[src/rtl/front_panel_controller.sv]
// front_panel_controller
//   Conditions the raw front-panel switches and buttons (2-flop synchroniser
//   plus per-group debouncer) and sequences the CPU clock-advance strobe in
//   manual, auto, halted and programming modes. Also drives the manual RAM
//   programming write port, with optional address auto-increment.
//
// Ports
//   clk, rst_n      system clock, asynchronous active-low reset
//   clk_mode        raw switch: 0 manual stepping, 1 auto clock
//   clk_pulse       raw button: manual step
//   halt            synchronous halt request from control
//   ram_mode        raw switch: 1 programming mode
//   ram_pulse       raw button: write one RAM word
//   auto_inc        raw switch: advance prog_addr after each write
//   addr_switches   raw RAM address switches
//   data_switches   raw RAM data switches
//   cpu_tick        one-cycle CPU half-step enable
//   cpu_clk_led     toggles on every cpu_tick
//   prog_mode       debounced ram_mode
//   prog_we         one-cycle RAM write strobe
//   prog_addr       programming address
//   prog_data       debounced data switches

// Debouncer for one input group: the output takes the input value once the
// two have differed for CYCLES consecutive cycles.
module fpc_debounce #(
  parameter int unsigned WIDTH  = 1,
  parameter int unsigned CYCLES = 1
) (
  input  logic             clk,
  input  logic             rst_n,
  input  logic [WIDTH-1:0] din,
  output logic [WIDTH-1:0] dout
);

  localparam int unsigned CW = (CYCLES > 1) ? $clog2(CYCLES) : 1;
  localparam logic [CW-1:0] CNT_LAST = CW'(CYCLES - 1);
  localparam logic [CW-1:0] CNT_ONE  = CW'(1);

  logic [CW-1:0]    cnt_q, cnt_d;
  logic [WIDTH-1:0] dout_q, dout_d;

  always_comb begin
    cnt_d  = '0;
    dout_d = dout_q;
    if (din != dout_q) begin
      if (cnt_q == CNT_LAST) begin
        dout_d = din;
      end else begin
        cnt_d = cnt_q + CNT_ONE;
      end
    end
  end

  always_ff @(posedge clk or negedge rst_n) begin
    if (!rst_n) begin
      cnt_q  <= '0;
      dout_q <= '0;
    end else begin
      cnt_q  <= cnt_d;
      dout_q <= dout_d;
    end
  end

  assign dout = dout_q;

endmodule

module front_panel_controller #(
  parameter int unsigned ADDR_WIDTH      = 4,
  parameter int unsigned DATA_WIDTH      = 8,
  parameter int unsigned DEBOUNCE_CYCLES = 270000,
  parameter int unsigned AUTO_DIV        = 13500000
) (
  input  logic                  clk,
  input  logic                  rst_n,
  input  logic                  clk_mode,
  input  logic                  clk_pulse,
  input  logic                  halt,
  input  logic                  ram_mode,
  input  logic                  ram_pulse,
  input  logic                  auto_inc,
  input  logic [ADDR_WIDTH-1:0] addr_switches,
  input  logic [DATA_WIDTH-1:0] data_switches,
  output logic                  cpu_tick,
  output logic                  cpu_clk_led,
  output logic                  prog_mode,
  output logic                  prog_we,
  output logic [ADDR_WIDTH-1:0] prog_addr,
  output logic [DATA_WIDTH-1:0] prog_data
);

  localparam int unsigned SW_W  = ADDR_WIDTH + DATA_WIDTH;
  localparam int unsigned RAW_W = 5 + SW_W;
  localparam int unsigned DIV_W = $clog2(AUTO_DIV);
  localparam logic [DIV_W-1:0]      DIV_LAST = DIV_W'(AUTO_DIV - 1);
  localparam logic [DIV_W-1:0]      DIV_ONE  = DIV_W'(1);
  localparam logic [ADDR_WIDTH-1:0] ADDR_ONE = ADDR_WIDTH'(1);

  typedef enum logic [1:0] {
    ST_MANUAL,
    ST_AUTO,
    ST_HALTED,
    ST_PROG
  } state_e;

  // ---------------------------------------------------------------- sync
  logic [RAW_W-1:0] sync1_q, sync2_q;

  always_ff @(posedge clk or negedge rst_n) begin
    if (!rst_n) begin
      sync1_q <= '0;
      sync2_q <= '0;
    end else begin
      sync1_q <= {clk_mode, clk_pulse, ram_mode, ram_pulse, auto_inc,
                  addr_switches, data_switches};
      sync2_q <= sync1_q;
    end
  end

  // ------------------------------------------------------------ debounce
  logic            clk_mode_db, clk_pulse_db, ram_mode_db, ram_pulse_db, auto_inc_db;
  logic [SW_W-1:0] sw_db;

  fpc_debounce #(.WIDTH(1), .CYCLES(DEBOUNCE_CYCLES)) u_db_clk_mode (
    .clk(clk), .rst_n(rst_n), .din(sync2_q[RAW_W-1]), .dout(clk_mode_db));
  fpc_debounce #(.WIDTH(1), .CYCLES(DEBOUNCE_CYCLES)) u_db_clk_pulse (
    .clk(clk), .rst_n(rst_n), .din(sync2_q[RAW_W-2]), .dout(clk_pulse_db));
  fpc_debounce #(.WIDTH(1), .CYCLES(DEBOUNCE_CYCLES)) u_db_ram_mode (
    .clk(clk), .rst_n(rst_n), .din(sync2_q[RAW_W-3]), .dout(ram_mode_db));
  fpc_debounce #(.WIDTH(1), .CYCLES(DEBOUNCE_CYCLES)) u_db_ram_pulse (
    .clk(clk), .rst_n(rst_n), .din(sync2_q[RAW_W-4]), .dout(ram_pulse_db));
  fpc_debounce #(.WIDTH(1), .CYCLES(DEBOUNCE_CYCLES)) u_db_auto_inc (
    .clk(clk), .rst_n(rst_n), .din(sync2_q[RAW_W-5]), .dout(auto_inc_db));
  fpc_debounce #(.WIDTH(SW_W), .CYCLES(DEBOUNCE_CYCLES)) u_db_switches (
    .clk(clk), .rst_n(rst_n), .din(sync2_q[SW_W-1:0]), .dout(sw_db));

  logic [ADDR_WIDTH-1:0] addr_db;
  assign addr_db = sw_db[SW_W-1:DATA_WIDTH];

  // ----------------------------------------------------------- sequencer
  state_e                state_q, state_d;
  logic [DIV_W-1:0]      div_q, div_d;
  logic                  tick_q, tick_d;
  logic                  led_q, led_d;
  logic                  we_q, we_d;
  logic [ADDR_WIDTH-1:0] addr_q, addr_d;
  logic                  clk_pulse_prev_q, ram_pulse_prev_q, auto_inc_prev_q;
  logic [SW_W-1:0]       sw_prev_q;

  logic clk_press, ram_press, stay, prog_entry, sw_changed, auto_inc_rise;

  always_comb begin
    if (ram_mode_db)      state_d = ST_PROG;
    else if (halt)        state_d = ST_HALTED;
    else if (clk_mode_db) state_d = ST_AUTO;
    else                  state_d = ST_MANUAL;

    clk_press     = clk_pulse_db & ~clk_pulse_prev_q;
    ram_press     = ram_pulse_db & ~ram_pulse_prev_q;
    // Strobes are only issued when the mode is not about to change, so a
    // halt or mode switch suppresses output from the very next cycle.
    stay          = (state_d == state_q);
    prog_entry    = (state_d == ST_PROG) && (state_q != ST_PROG);
    sw_changed    = (sw_db != sw_prev_q);
    auto_inc_rise = auto_inc_db & ~auto_inc_prev_q;

    // Divider only runs while remaining in AUTO, so it is zero on every entry.
    div_d  = '0;
    tick_d = 1'b0;
    if ((state_q == ST_AUTO) && stay) begin
      if (div_q == DIV_LAST) begin
        tick_d = 1'b1;
      end else begin
        div_d = div_q + DIV_ONE;
      end
    end
    if ((state_q == ST_MANUAL) && stay && clk_press) begin
      tick_d = 1'b1;
    end
    led_d = led_q ^ tick_d;

    we_d = ram_press && (state_q == ST_PROG) && stay;

    // Reload takes precedence over the post-write increment.
    if (!auto_inc_db || prog_entry || auto_inc_rise || sw_changed) begin
      addr_d = addr_db;
    end else if (we_q) begin
      addr_d = addr_q + ADDR_ONE;
    end else begin
      addr_d = addr_q;
    end
  end

  always_ff @(posedge clk or negedge rst_n) begin
    if (!rst_n) begin
      state_q          <= ST_MANUAL;
      div_q            <= '0;
      tick_q           <= 1'b0;
      led_q            <= 1'b0;
      we_q             <= 1'b0;
      addr_q           <= '0;
      clk_pulse_prev_q <= 1'b0;
      ram_pulse_prev_q <= 1'b0;
      auto_inc_prev_q  <= 1'b0;
      sw_prev_q        <= '0;
    end else begin
      state_q          <= state_d;
      div_q            <= div_d;
      tick_q           <= tick_d;
      led_q            <= led_d;
      we_q             <= we_d;
      addr_q           <= addr_d;
      clk_pulse_prev_q <= clk_pulse_db;
      ram_pulse_prev_q <= ram_pulse_db;
      auto_inc_prev_q  <= auto_inc_db;
      sw_prev_q        <= sw_db;
    end
  end

  assign cpu_tick    = tick_q;
  assign cpu_clk_led = led_q;
  assign prog_mode   = ram_mode_db;
  assign prog_we     = we_q;
  assign prog_addr   = addr_q;
  assign prog_data   = sw_db[DATA_WIDTH-1:0];

endmodule

[config.mk]
export PLATFORM = sky130hd
export DESIGN_NAME = front_panel_controller
export DESIGN_NICKNAME = d
export VERILOG_FILES = /design/src/rtl/front_panel_controller.sv
export SDC_FILE = /design/constraint.sdc
export NUM_CORES = 1
export LEC_CHECK = 0
export ABC_AREA = 1
export BUFFER_PORTS_ARGS = -buffer_cell sky130_fd_sc_hd__buf_2
export CORE_MARGIN = 2
export CORE_UTILIZATION = 41
export CTS_CLUSTER_DIAMETER = 100
export CTS_CLUSTER_SIZE = 24
export DETAILED_ROUTE_END_ITERATION = 7
export PLACE_DENSITY_LB_ADDON = 0.25
export SYNTH_ARGS = -nofsm -noshare
export SYNTH_HDL_FRONTEND = slang
export SYNTH_SLANG_ARGS = --single-unit
[constraint.sdc]
create_clock -name clk -period 1.3 [get_ports clk]
set_input_delay 0 -clock clk [delete_from_list [all_inputs] [get_ports clk]]
set_output_delay 0 -clock clk [all_outputs]
set_load 0.005 [all_outputs]
# Yosys cells after proc, flatten, opt, wreduce, memory -nomap -nowiden
# Cells that the tools add are included.
# totals
mem_bits_ro,0
output_inout_bits,16
mem_count,0
regBits,213
mem_bits_rw,0
latch_bits,0
# classes
bitwise_logic,7
multipliers,0
reduce_logical,18
shift,0
div_mod_pow,0
n_eq_ne,19
mux,22
order_cmp,0
add_sub_neg,8
# op_table
cell,count
$mux 19,12
$add 19x1->19 const B,6
$eq 19x19->1 const B,6
$mux 24,2
$add 24x1->24 const B,1
$eq 24x24->1 const B,1
$ne 12x12->1,2
$reduce_and 2->1,6
$mux 4,2
$logic_and 1x1->1,6
$ne 1x1->1,5
$add 4x1->4 const B,1
$eq 2x2->1 const B,2
$mux 1,4
$mux 2,2
$and 1x1->1,3
$logic_or 1x1->1,3
$not 1->1,3
$eq 2x1->1 const B,1
$eq 2x2->1,1
$logic_not 2->1,1
$ne 2x2->1 const B,1
$reduce_bool 2->1,1
$logic_not 1->1,1
$xor 1x1->1,1

# Depth between registers and ports, before layout
# Gate-level depths: netlist of run 1.
# logic_depth
depth_word,9
depth_mapped,10
depth_no_buf,10

# By module
# A second synthesis of run 1 with hierarchy kept.
# hier_totals
cells_unflattened,1326
hier_area_um2,10908.0
# by_module_without_submodules
module,n_inst,area_each_um2,cells_per_inst,seq_area_each_um2
fpc_debounce at u_db_auto_inc ...,5,1146.1,148,500.5
front_panel_controller,1,3359.5,342,2052.0
fpc_debounce at u_db_switches,1,1818.0,244,775.7

# Least setup slack after synthesis of run 1
# Ideal clock, no wire load.
# synth_path
kind,reg-to-reg
startpoint,register u_db_switches.cnt_q[0]
endpoint,register u_db_switches.dout_q[4] (netlist: u_db_switches.dout[4])
path_stages_with_launch,10
setup_time_ns,0.117
t_required_ns,1.183
synth_period_minus_slack_ns,1.479
slack_ns,-0.179
arrival_ns,1.362
path_cell_list,dfrtp_1 > ha_1 > nand3_1 > nor2_2 > nand3_4 > clkinv_4 > nand2_4 > buf_6 > nand2_1 > nand2_1
# synth_via
elab_chain_cells,2
# synth_rtl
item,line_no,rtl
start: declaration,40,"logic [CW-1:0] cnt_q, cnt_d;"
start signal: assignment,60,cnt_q <= cnt_d;
$eq 19x19->1,47,if (cnt_q == CNT_LAST) begin
$reduce_and 2->1 (no source line),n/a,
end signal: assignment,61,dout_q <= dout_d;
end: declaration,41,"logic [WIDTH-1:0] dout_q, dout_d;"
# No other way between the ends.
# A chain may end at the register's enable or synchronous reset.

# Worst setup path after layout of run 1
# layout_path
startpoint,register sync2_q[10]
endpoint,register u_db_switches.cnt_q[12]
# layout_via
elab_chain_cells,2
# layout_rtl
item,line_no,rtl
start: declaration,108,"logic [RAW_W-1:0] sync1_q, sync2_q;"
start signal: assignment,117,sync2_q <= sync1_q;
$ne 12x12->1,46,if (din != dout_q) begin
$mux 19,46,
via u_db_switches.cnt_d[12],40,
# The timed path passes the listed nets, and every way through them passes these cells.

==> results of run 1 <==
-- worst max-delay path, delay by kind of cell, from the launching register on --
family / cells / cell delay [ns]
buffers and inverters: 2 / 0.30
XOR/XNOR: 1 / 0.18
AND/OR/NAND/NOR: 4 / 0.53
flip-flops: 1 / 0.45
-- sequential cells by signal (all words and copies together) (netlist names), 2 cells and up --
register	flops
sync1_q	17
u_db_ram_pulse.cnt_q	19
u_db_auto_inc.cnt_q	19
u_db_clk_pulse.cnt_q	19
sync2_q	17
prog_addr	4
u_db_switches.dout	12
div_q	24
state_q	2
sw_prev_q	12
u_db_clk_mode.cnt_q	19
u_db_ram_mode.cnt_q	19
u_db_switches.cnt_q	19
-- per-layer routing --
layer  vias up  global-route usage  routed length, µm
li1       4691                   -                  -
met1      4609               0.255              12100
met2       136               0.337              14200
met3        50              0.0232                644
met4         0              0.0554                623
met5         -                   0                  0
-- per-stage QoR --
stage / setup TNS (ns) / cells / utilization / power, W
3_3_place_gp: -11.92 / 1850 / 0.518 / 0.00797
2_1_floorplan: -1.94 / 1261 / - / 0.00742
5_1_grt: -30.93 / 1963 / 0.631 / 0.0128
6_report: -20.82 / 1963 / 0.631 / 0.0122
3_5_place_dp: -13.95 / 1850 / 0.518 / 0.00799
4_1_cts: -12.29 / 1920 / 0.575 / 0.0122
-- final timing paths --
check | startpoint | end | depth (start not counted)
setup / recovery | sync2_q[10]$_DFF_PN0_ | u_db_switches.cnt_q[12]$_DFF_PN0_ | 7
hold / removal | data_switches[4] | sync1_q[4]$_DFF_PN0_ | 2
setup reg to reg | sync2_q[10]$_DFF_PN0_ | u_db_switches.cnt_q[12]$_DFF_PN0_ | 7
hold reg to reg | sync1_q[8]$_DFF_PN0_ | sync2_q[8]$_DFF_PN0_ | 0
max in group asynchronous | rst_n | u_db_switches.cnt_q[8]$_DFF_PN0_ | 4
min in group asynchronous | rst_n | u_db_auto_inc.cnt_q[11]$_DFF_PN0_ | 3
-- kinds of logic after synthesis --
kind of cell    share of synthesized area
simple gates                        0.312
flops                               0.507
buf+inv                            0.0723
xor+xnor                           0.0758
compound gates                     0.0239
fa+ha+maj                         0.00952
-- cell type report --
type | instances | share of cell area
inverters | 161 | 0.0408
flip-flops and latches | 213 | 0.336
well taps | 330 | 0.0260
repair buffers | 374 | 0.197
multi-input cells | 868 | 0.376
clock buffers | 15 | 0.0216
repair inverters | 2 | 0.00150
-- placed cells by master, fill, tap and decap left out, types with 30 or more instances in the layout --
cell | Yosys | final
nand2_2 | 13 | 63
nand2_1 | 268 | 195
xor2_1 | 61 | 55
nor2_2 | 16 | 53
buf_4 | 11 | 252
buf_6 | 4 | 62
nor2_4 | 5 | 43
inv_1 | 151 | 123
nand3_2 | 4 | 34
buf_2 | 4 | 30
nand3_1 | 90 | 45
dfrtp_1 | 213 | 204
nor2_1 | 218 | 143
-- power groups by stage --
stage	combinational [W]	clock (W)	sequential, W
after floorplan	0.000335	0	0.00708
after global placement	0.000878	0	0.00710
after detailed placement	0.000891	0	0.00710
after CTS	0.000981	0.00419	0.00698
after global routing	0.00132	0.00445	0.00701
final	0.00120	0.00403	0.00699
-- timing repair --
item,4_1_cts,5_1_grt
endpoints found under the setup margin,142,161
hold buffers,20,0
setup buffers,33,49
gates cloned,3,1
resized for setup,162,303
pin swaps,61,126
hold endpoints to repair,235,0
==> flow_summary.ini, run 1 <==
[run_status]
outcome = finished, violations left
violations = negative setup slack

[placed_design]
pre_cts_ws_ns = -0.217
hpwlAfterDp_um = 17200
gp_congestion = 0.860
place_area_um2 = 13000
numPortBuffers = 35

[clock_tree]
cts_buffers = 12
cts_root_buf = clkbuf_16
tritoncts = yes
cts_sinks = 213
htree_num_levels = 1
insertion_delay_ns = 0.48
clkTransAtPathRegs_ns = 0.10
cts_buffer_depth = 3

[power_and_ir_drop]
leakage_nw = 7.31
power_density_nw_per_um2 = 769
pwr-share-comb = 0.098
p_sw_frac = 0.240
internal_power_w = 0.00929
power_frac_clock = 0.330
irDropWorstVdd_uv = 835
switchingPower_w = 0.00293
pwr-share-seq = 0.572

[timing]
setup_viol = 148
finClkSkew_ns = 0.0143
finalHoldViolations = 0
setup_ws_ns = -0.275
slew_headroom = 0.781
fin_crit_ns = 1.58
tightest_slew_ns = 0.328
slew_viol_final = 0
timing.fmax_ghz = 0.635
fin_crit_sh = 1.21
finalHoldWorstSlack_ns = 0.154
grt_setup_unrepaired = true

[floorplanning]
fp-row-count = 58
fp.dieArea_um2 = 27000
dieWidth_um = 164
die_h_um = 164
start_util = 0.418
ios = 36
core_area_um2 = 25200

[worst_setup_path]
crit_chain = xnor2_1 -> nand2_1 -> nor2_4 -> nand3_4 -> buf_12 -> inv_16 -> nor2_1
required_ns = 1.68
slowest_stage = dfrtp_1
start_kind = flip-flop
end_kind = flip-flop
crit_arrival_ns = 1.95
critPathMaxStageDelay_ns = 0.45
critPathKind = flip-flop to flip-flop
regToRegSetupSlack_ns = -0.28
critPathMaxFanout = 7

[hold_path]
min_path_type = input pin to flip-flop

[logic_synthesis]
ys_ff_latch = 213
synth_top_area_cell = dfrtp_1
syn_nets = 1289
synth_cells = 1261
synth_top_area_frac = 0.507
syn_avg_cell_area_um2 = 8.34
ys_seq_area_frac = 0.507
yosysMostFrequentCell = nand2_1
synth_ff_type = dfrtp_1
synthTopCellsByCount = nand2_1 (268), nor2_1 (218), dfrtp_1 (213)
yosysUniqueCellTypes = 36
synth_edf_count = 0
yosys-top-cells-area = dfrtp_1 (51%), nand2_1 (9.6%), nor2_1 (7.8%)
async_flop_share = 1.00
synthesis.area_um2 = 10500
yosys_warnings = 0

[final_layout]
fillers = 2004
final_cell_area_um2 = 15900
fin_nets = 1660
num_antenna_cells = 0
seq_area_um2 = 5340
syn2layout_area_growth_pct = 51.0
drive_above_1_share = 0.450
multi_input_area_um2 = 5980

[drt]
ant_nets = 0
wl_per_cell_um = 14.0
vias = 9486
route.detailed.drc = 0
wl_um = 27600
drt_iter0_drc = 449
dr.pass1.iters = 4
viasPerCell = 4.83

[global_routing]
grt_max_degree = 49
grt_pass1_wl_um = 43100
grt_use_total = 0.194
antenna_found_initial = 0
grt_pass1_vias = 9245
grt.overflow.total = 0

[job]
cap_viol_max_count = 0
Note: power is estimated with default switching activity, not from simulation.
==> run 2: changes to the inputs <==
- CORE_UTILIZATION: 41 -> 40
- PLACE_DENSITY: default -> 0.62
- PLACE_DENSITY_LB_ADDON: 0.25 -> default
==> run 2 against run 1 <==
  * The flow still finishes with violations (negative setup slack)
  * Critical path depth stayed put
  * Register-to-register slack better by 0.03 ns
  * Sequential power hardly changed
  * Non-clock buffer count is 29 lower
  * Total power is 0.48% higher
  * Worst hold slack worse by 0.031 ns
  * Final area is 1.5% lower
  * Die area is 2.4% higher
  * Combinational power is 7% lower
  * Sequential share of layout area is 0.57 points higher
  * Critical path type unchanged
==> flow_summary.ini, run 2 (same netlist as run 1, synthesis figures left out) <==
[global_routing]
grt_max_degree = 56
grt_pass1_wl_um = 42500
antenna_found_initial = 2
grt_use_total = 0.183
grt_pass1_vias = 8941
grt.overflow.total = 0

[floorplanning]
dieWidth_um = 166
ios = 36
die_h_um = 166
start_util = 0.406
fp.dieArea_um2 = 27600
core_area_um2 = 25900
fp-row-count = 59

[clock_tree]
cts_buffers = 13
insertion_delay_ns = 0.48
htree_num_levels = 1
cts_root_buf = clkbuf_16
cts_sinks = 213
clkTransAtPathRegs_ns = 0.10
cts_buffer_depth = 3
tritoncts = yes

[drt]
dr.pass1.iters = 5
vias = 9277
viasPerCell = 4.77
ant_nets = 0
wl_per_cell_um = 13.9
route.detailed.drc = 0
drt_iter0_drc = 571
wl_um = 27000

[worst_setup_path]
crit_chain = xnor2_1 -> nand2_1 -> nor2_2 -> nand3_4 -> buf_12 -> inv_12 -> nor3_4
critPathMaxStageDelay_ns = 0.44
crit_family = simple AND/OR/NAND/NOR gates
critPathKind = flip-flop to flip-flop
crit_arrival_ns = 1.90
critPathMaxFanout = 7
required_ns = 1.66
crit_buf_inv = 2
slowest_stage = dfrtp_1
start_kind = flip-flop
end_kind = flip-flop

[timing]
slew_viol_final = 0
finClkSkew_ns = 0.0140
fin_crit_ns = 1.54
grt_setup_unrepaired = true
setup_ws_ns = -0.243
finalHoldViolations = 0
timing.fmax_ghz = 0.648
setup_viol = 141
tightest_slew_ns = 0.827
slew_headroom = 0.448
fin_crit_sh = 1.19

[final_layout]
final_util = 0.604
fin_nets = 1632
syn2layout_area_growth_pct = 48.7
drive_above_1_share = 0.448
multi_input_area_um2 = 5980
final_cell_mix = buf_4 (232), nand2_1 (213), dfrtp_1 (196), inv_1 (128), nor2_1 (117)
regMostFlops = div_q
seq_area_um2 = 5350
largest_reg_flops = 24
mostFrequentLayoutCell = buf_4
fillers = 2115
final_cell_area_um2 = 15600

[run_status]
violations = negative setup slack
outcome = finished, violations left

[power_and_ir_drop]
leakage_nw = 7.18
total_power_w = 0.0123
power_density_nw_per_um2 = 785
irDropWorstVdd_uv = 912

[placed_design]
hpwlAfterDp_um = 17300
gp_congestion = 0.863
numPortBuffers = 35
place_area_um2 = 12900

[hold_path]
min_path_type = input pin to asynchronous set/reset pin

[job]
cap_viol_max_count = 0
run 2: cell types whose count changed in the layout (fill, tap and decap cells not counted), sizes merged:
cell / change
buf: -31
clkinv: +3
diode: +2
clkbuf: -1
dlymetal6s4s: +1
inv: +1
run 2: layer usage:
| metal | part of all wire | track usage |
|---|---|---|
| met2 | 0.50 | 0.313 |
| met1 | 0.45 | 0.252 |
| met4 | 0.016 | 0.0363 |
| met3 | 0.031 | 0.0210 |
| met5 | 0 | 0 |
run 2: what timing repair did:
item	4_1_cts	5_1_grt
setup endpoints to repair	140	194
endpoints found under the hold margin	235	16
resized for setup	148	315
pin swaps	66	113
gates cloned	2	3
hold buffers	21	1
buffers inserted	34	34
run 2: area by class of cell:
cell class              count  area share
well taps                 335      0.0268
repair inverters            2     0.00176
flip-flops and latches    213       0.342
repair buffers            345       0.183
diodes                      2    0.000320
clock buffers              13      0.0208
inverters                 161      0.0407
multi-input cells         868       0.382
clock inverters             4     0.00240
run 2: report_power, final:
part	switching, W	leakage [nW]	total (W)	internal, W
Combinational	0.000581	4.16	0.00112	0.000541
Sequential	0.000202	2.85	0.00701	0.00681
Clock	0.00229	0.175	0.00415	0.00186
run 2: path summary, 6_finish.rpt:
path | slack (ns) | depth (start not counted) | startpoint | endpoint
worst min register to register | 0.36 | 0 | sync1_q[9]$_DFF_PN0_ | sync2_q[9]$_DFF_PN0_
worst max register to register | -0.24 | 7 | u_db_switches.dout[8]$_DFFE_PN0P_ | u_db_switches.cnt_q[4]$_DFF_PN0_
worst min-delay path | 0.12 | 3 | rst_n | u_db_auto_inc.cnt_q[6]$_DFF_PN0_
max in group asynchronous | 0.06 | 3 | rst_n | auto_inc_prev_q$_DFF_PN0_
worst max-delay path | -0.24 | 7 | u_db_switches.dout[8]$_DFFE_PN0P_ | u_db_switches.cnt_q[4]$_DFF_PN0_
min in group clk | 0.16 | 2 | auto_inc | sync1_q[12]$_DFF_PN0_
run 2: tightest hold or removal path: stages:
cell and delay (ns):
dlygate4sd3_1 0.57, buf_8 0.15, buf_12 0.26
run 2: through the flow:
step                      hold slack, ns  setup TNS [ns]  setup WS [ns]  cells
after global routing               0.142          -33.06         -0.328   1943
after CTS                          0.129          -13.17         -0.152   1910
final                              0.122          -18.78         -0.243   1943
after floorplan                   -0.296           -1.94         -0.114   1261
after global placement           -0.0920           -8.30         -0.178   1839
after detailed placement         -0.0921          -11.61         -0.197   1839
==> run 3: changes to the inputs <==
==> constraint.sdc (replaced) <==
create_clock -name clk -period 1.3 [get_ports clk]
set_input_delay 0.065 -clock clk [delete_from_list [all_inputs] [get_ports clk]]
set_output_delay 0.065 -clock clk [all_outputs]
set_load 0.005 [all_outputs]
==> run 3 against run 2 <==
  * The run still ends with negative setup slack left
  * Global-route usage is 0.23 points lower
  * Critical path type unchanged
  * Highest routed layer unchanged
  * First-iteration DRC count is 0.70% higher
  * Clock skew is 0.0013 ns higher
  * Via count is 1.1% higher
  * Register-to-register slack better by 0.02 ns
  * Wire length is 0.49% higher
  * Critical path depth is 1 higher
  * Final area is 1.1% higher
  * Clock power is 4% higher
  * Sequential power hardly changed
==> flow_summary.ini, run 3 (same netlist as run 1, synthesis figures left out) <==
[drt]
route.detailed.drc = 0
wl_um = 27100
drt_iter0_drc = 575
wl_per_cell_um = 13.9
vias = 9376
dr.pass1.iters = 7
ant_nets = 0
viasPerCell = 4.79

[final_layout]
drive_above_1_share = 0.448
fin_nets = 1646
seq_area_um2 = 5360
mostFrequentLayoutCell = buf_4
syn2layout_area_growth_pct = 50.3
largest_reg_flops = 24
multi_input_area_um2 = 5960
fillers = 2082
regMostFlops = div_q
final_cell_mix = buf_4 (231), nand2_1 (209), dfrtp_1 (192), nor2_1 (135), inv_1 (124)

[clock_tree]
cts_root_buf = clkbuf_16
cts_sinks = 213
htree_num_levels = 1
clkTransAtPathRegs_ns = 0.09
cts_buffers = 13
cts_buffer_depth = 3
insertion_delay_ns = 0.47
tritoncts = yes

[timing]
setup_ws_ns = -0.225
finalHoldViolations = 0
timing.fmax_ghz = 0.656
finalHoldWorstSlack_ns = 0.0484
tightest_slew_ns = 0.349
grt_setup_unrepaired = true
finClkSkew_ns = 0.0153
slew_viol_final = 0
fin_crit_ns = 1.53
slew_headroom = 0.765
fin_crit_sh = 1.17
setup_viol = 136

[floorplanning]
ios = 36
fp.dieArea_um2 = 27600
dieWidth_um = 166
die_h_um = 166
start_util = 0.406
core_area_um2 = 25900
fp-row-count = 59

[global_routing]
antenna_found_initial = 3
grt_max_degree = 46
grt_pass1_wl_um = 42100
grt_pass1_vias = 8928
grt_use_total = 0.180
grt.overflow.total = 0

[power_and_ir_drop]
power_density_nw_per_um2 = 787
irDropWorstVdd_uv = 747
total_power_w = 0.0124
leakage_nw = 7.25

[worst_setup_path]
slowest_stage = dfrtp_1
crit_arrival_ns = 1.90
required_ns = 1.68
critPathMaxStageDelay_ns = 0.43
crit_chain = xnor2_1 -> nand2_1 -> nor2_2 -> nand3_4 -> buf_12 -> buf_8 -> nand3b_1 -> inv_1
start_kind = flip-flop
critPathMaxFanout = 8
end_kind = flip-flop
critPathKind = flip-flop to flip-flop

[hold_path]
min_path_type = input pin to asynchronous set/reset pin

[placed_design]
numPortBuffers = 35
gp_congestion = 0.881
hpwlAfterDp_um = 17600

[run_status]
outcome = finished, violations left
violations = negative setup slack

[job]
cap_viol_max_count = 0
[run 3: changes by cell type in the layout (fill, tap and decap cells not counted), moves of 4 or more]
cell / previous run / this run
nand2_1: 213 / 209
inv_2: 26 / 33
inv_1: 128 / 124
dfrtp_2: 17 / 21
nor2_2: 61 / 50
nor2_4: 61 / 54
nor2_1: 117 / 135
dfrtp_1: 196 / 192
buf_6: 51 / 68
[run 3: area by class of cell]
| type | count | area share |
|---|---|---|
| repair buffers | 358 | 0.192 |
| clock inverters | 4 | 0.00372 |
| multi-input cells | 869 | 0.377 |
| flip-flops and latches | 213 | 0.339 |
| well taps | 335 | 0.0265 |
| diodes | 3 | 0.000475 |
| clock buffers | 13 | 0.0206 |
| repair inverters | 2 | 0.00119 |
| inverters | 161 | 0.0401 |
[run 3: per-layer routing]
metal	share of wire	vias to the layer above	wire length, µm	track usage
li1	-	4655	-	-
met1	0.45	4543	12200	0.248
met2	0.50	148	13600	0.310
met3	0.033	30	884	0.0219
met4	0.015	0	407	0.0336
met5	0	-	0	0
[run 3: worst max-delay path: cells and delay by family (launching register included)]
family        cells  cell delay (ns)
buf+inv           3             0.36
xor+xnor          1             0.21
flops             1             0.43
simple gates      4             0.42
[run 3: path summary, 6_finish.rpt]
path	to	cells after the start	start	slack, ns
max reg2reg	u_db_switches.cnt_q[6]$_DFF_PN0_	8	u_db_switches.dout[2]$_DFFE_PN0P_	-0.23
min	sync2_q[0]$_DFF_PN0_	2	rst_n	0.05
min reg2reg	sync2_q[13]$_DFF_PN0_	0	sync1_q[13]$_DFF_PN0_	0.34
max	u_db_switches.cnt_q[6]$_DFF_PN0_	8	u_db_switches.dout[2]$_DFFE_PN0P_	-0.23
max in group asynchronous	div_q[5]$_DFF_PN0_	3	rst_n	0.61
min in group clk	sync1_q[12]$_DFF_PN0_	2	auto_inc	0.22
[run 3: report_power, final]
part / internal, W / leakage, nW / total, W / switching [W]
registers: 0.00681 / 2.84 / 0.00700 / 0.000196
clock network: 0.00206 / 0.189 / 0.00431 / 0.00225
logic: 0.000564 / 4.22 / 0.00114 / 0.000575
[run 3: through the flow]
step	setup WS (ns)	setup TNS [ns]	area, µm²	std cells	utilization
floorplan	-0.114	-1.94	10700	1261	-
global placement	-0.164	-9.37	13000	1851	0.502
detailed placement	-0.214	-12.55	13000	1851	0.502
CTS	-0.170	-11.12	14200	1908	0.549
global route	-0.295	-26.28	15800	1958	0.610
finish	-0.225	-15.05	15800	1958	0.610
[run 3: timing repair]
item	CTS	global route
endpoints found under the setup margin	138	163
pin swaps	55	130
setup buffers	21	50
hold buffers	19	0
endpoints found under the hold margin	233	0
gates resized for setup	137	328
gates cloned	1	4
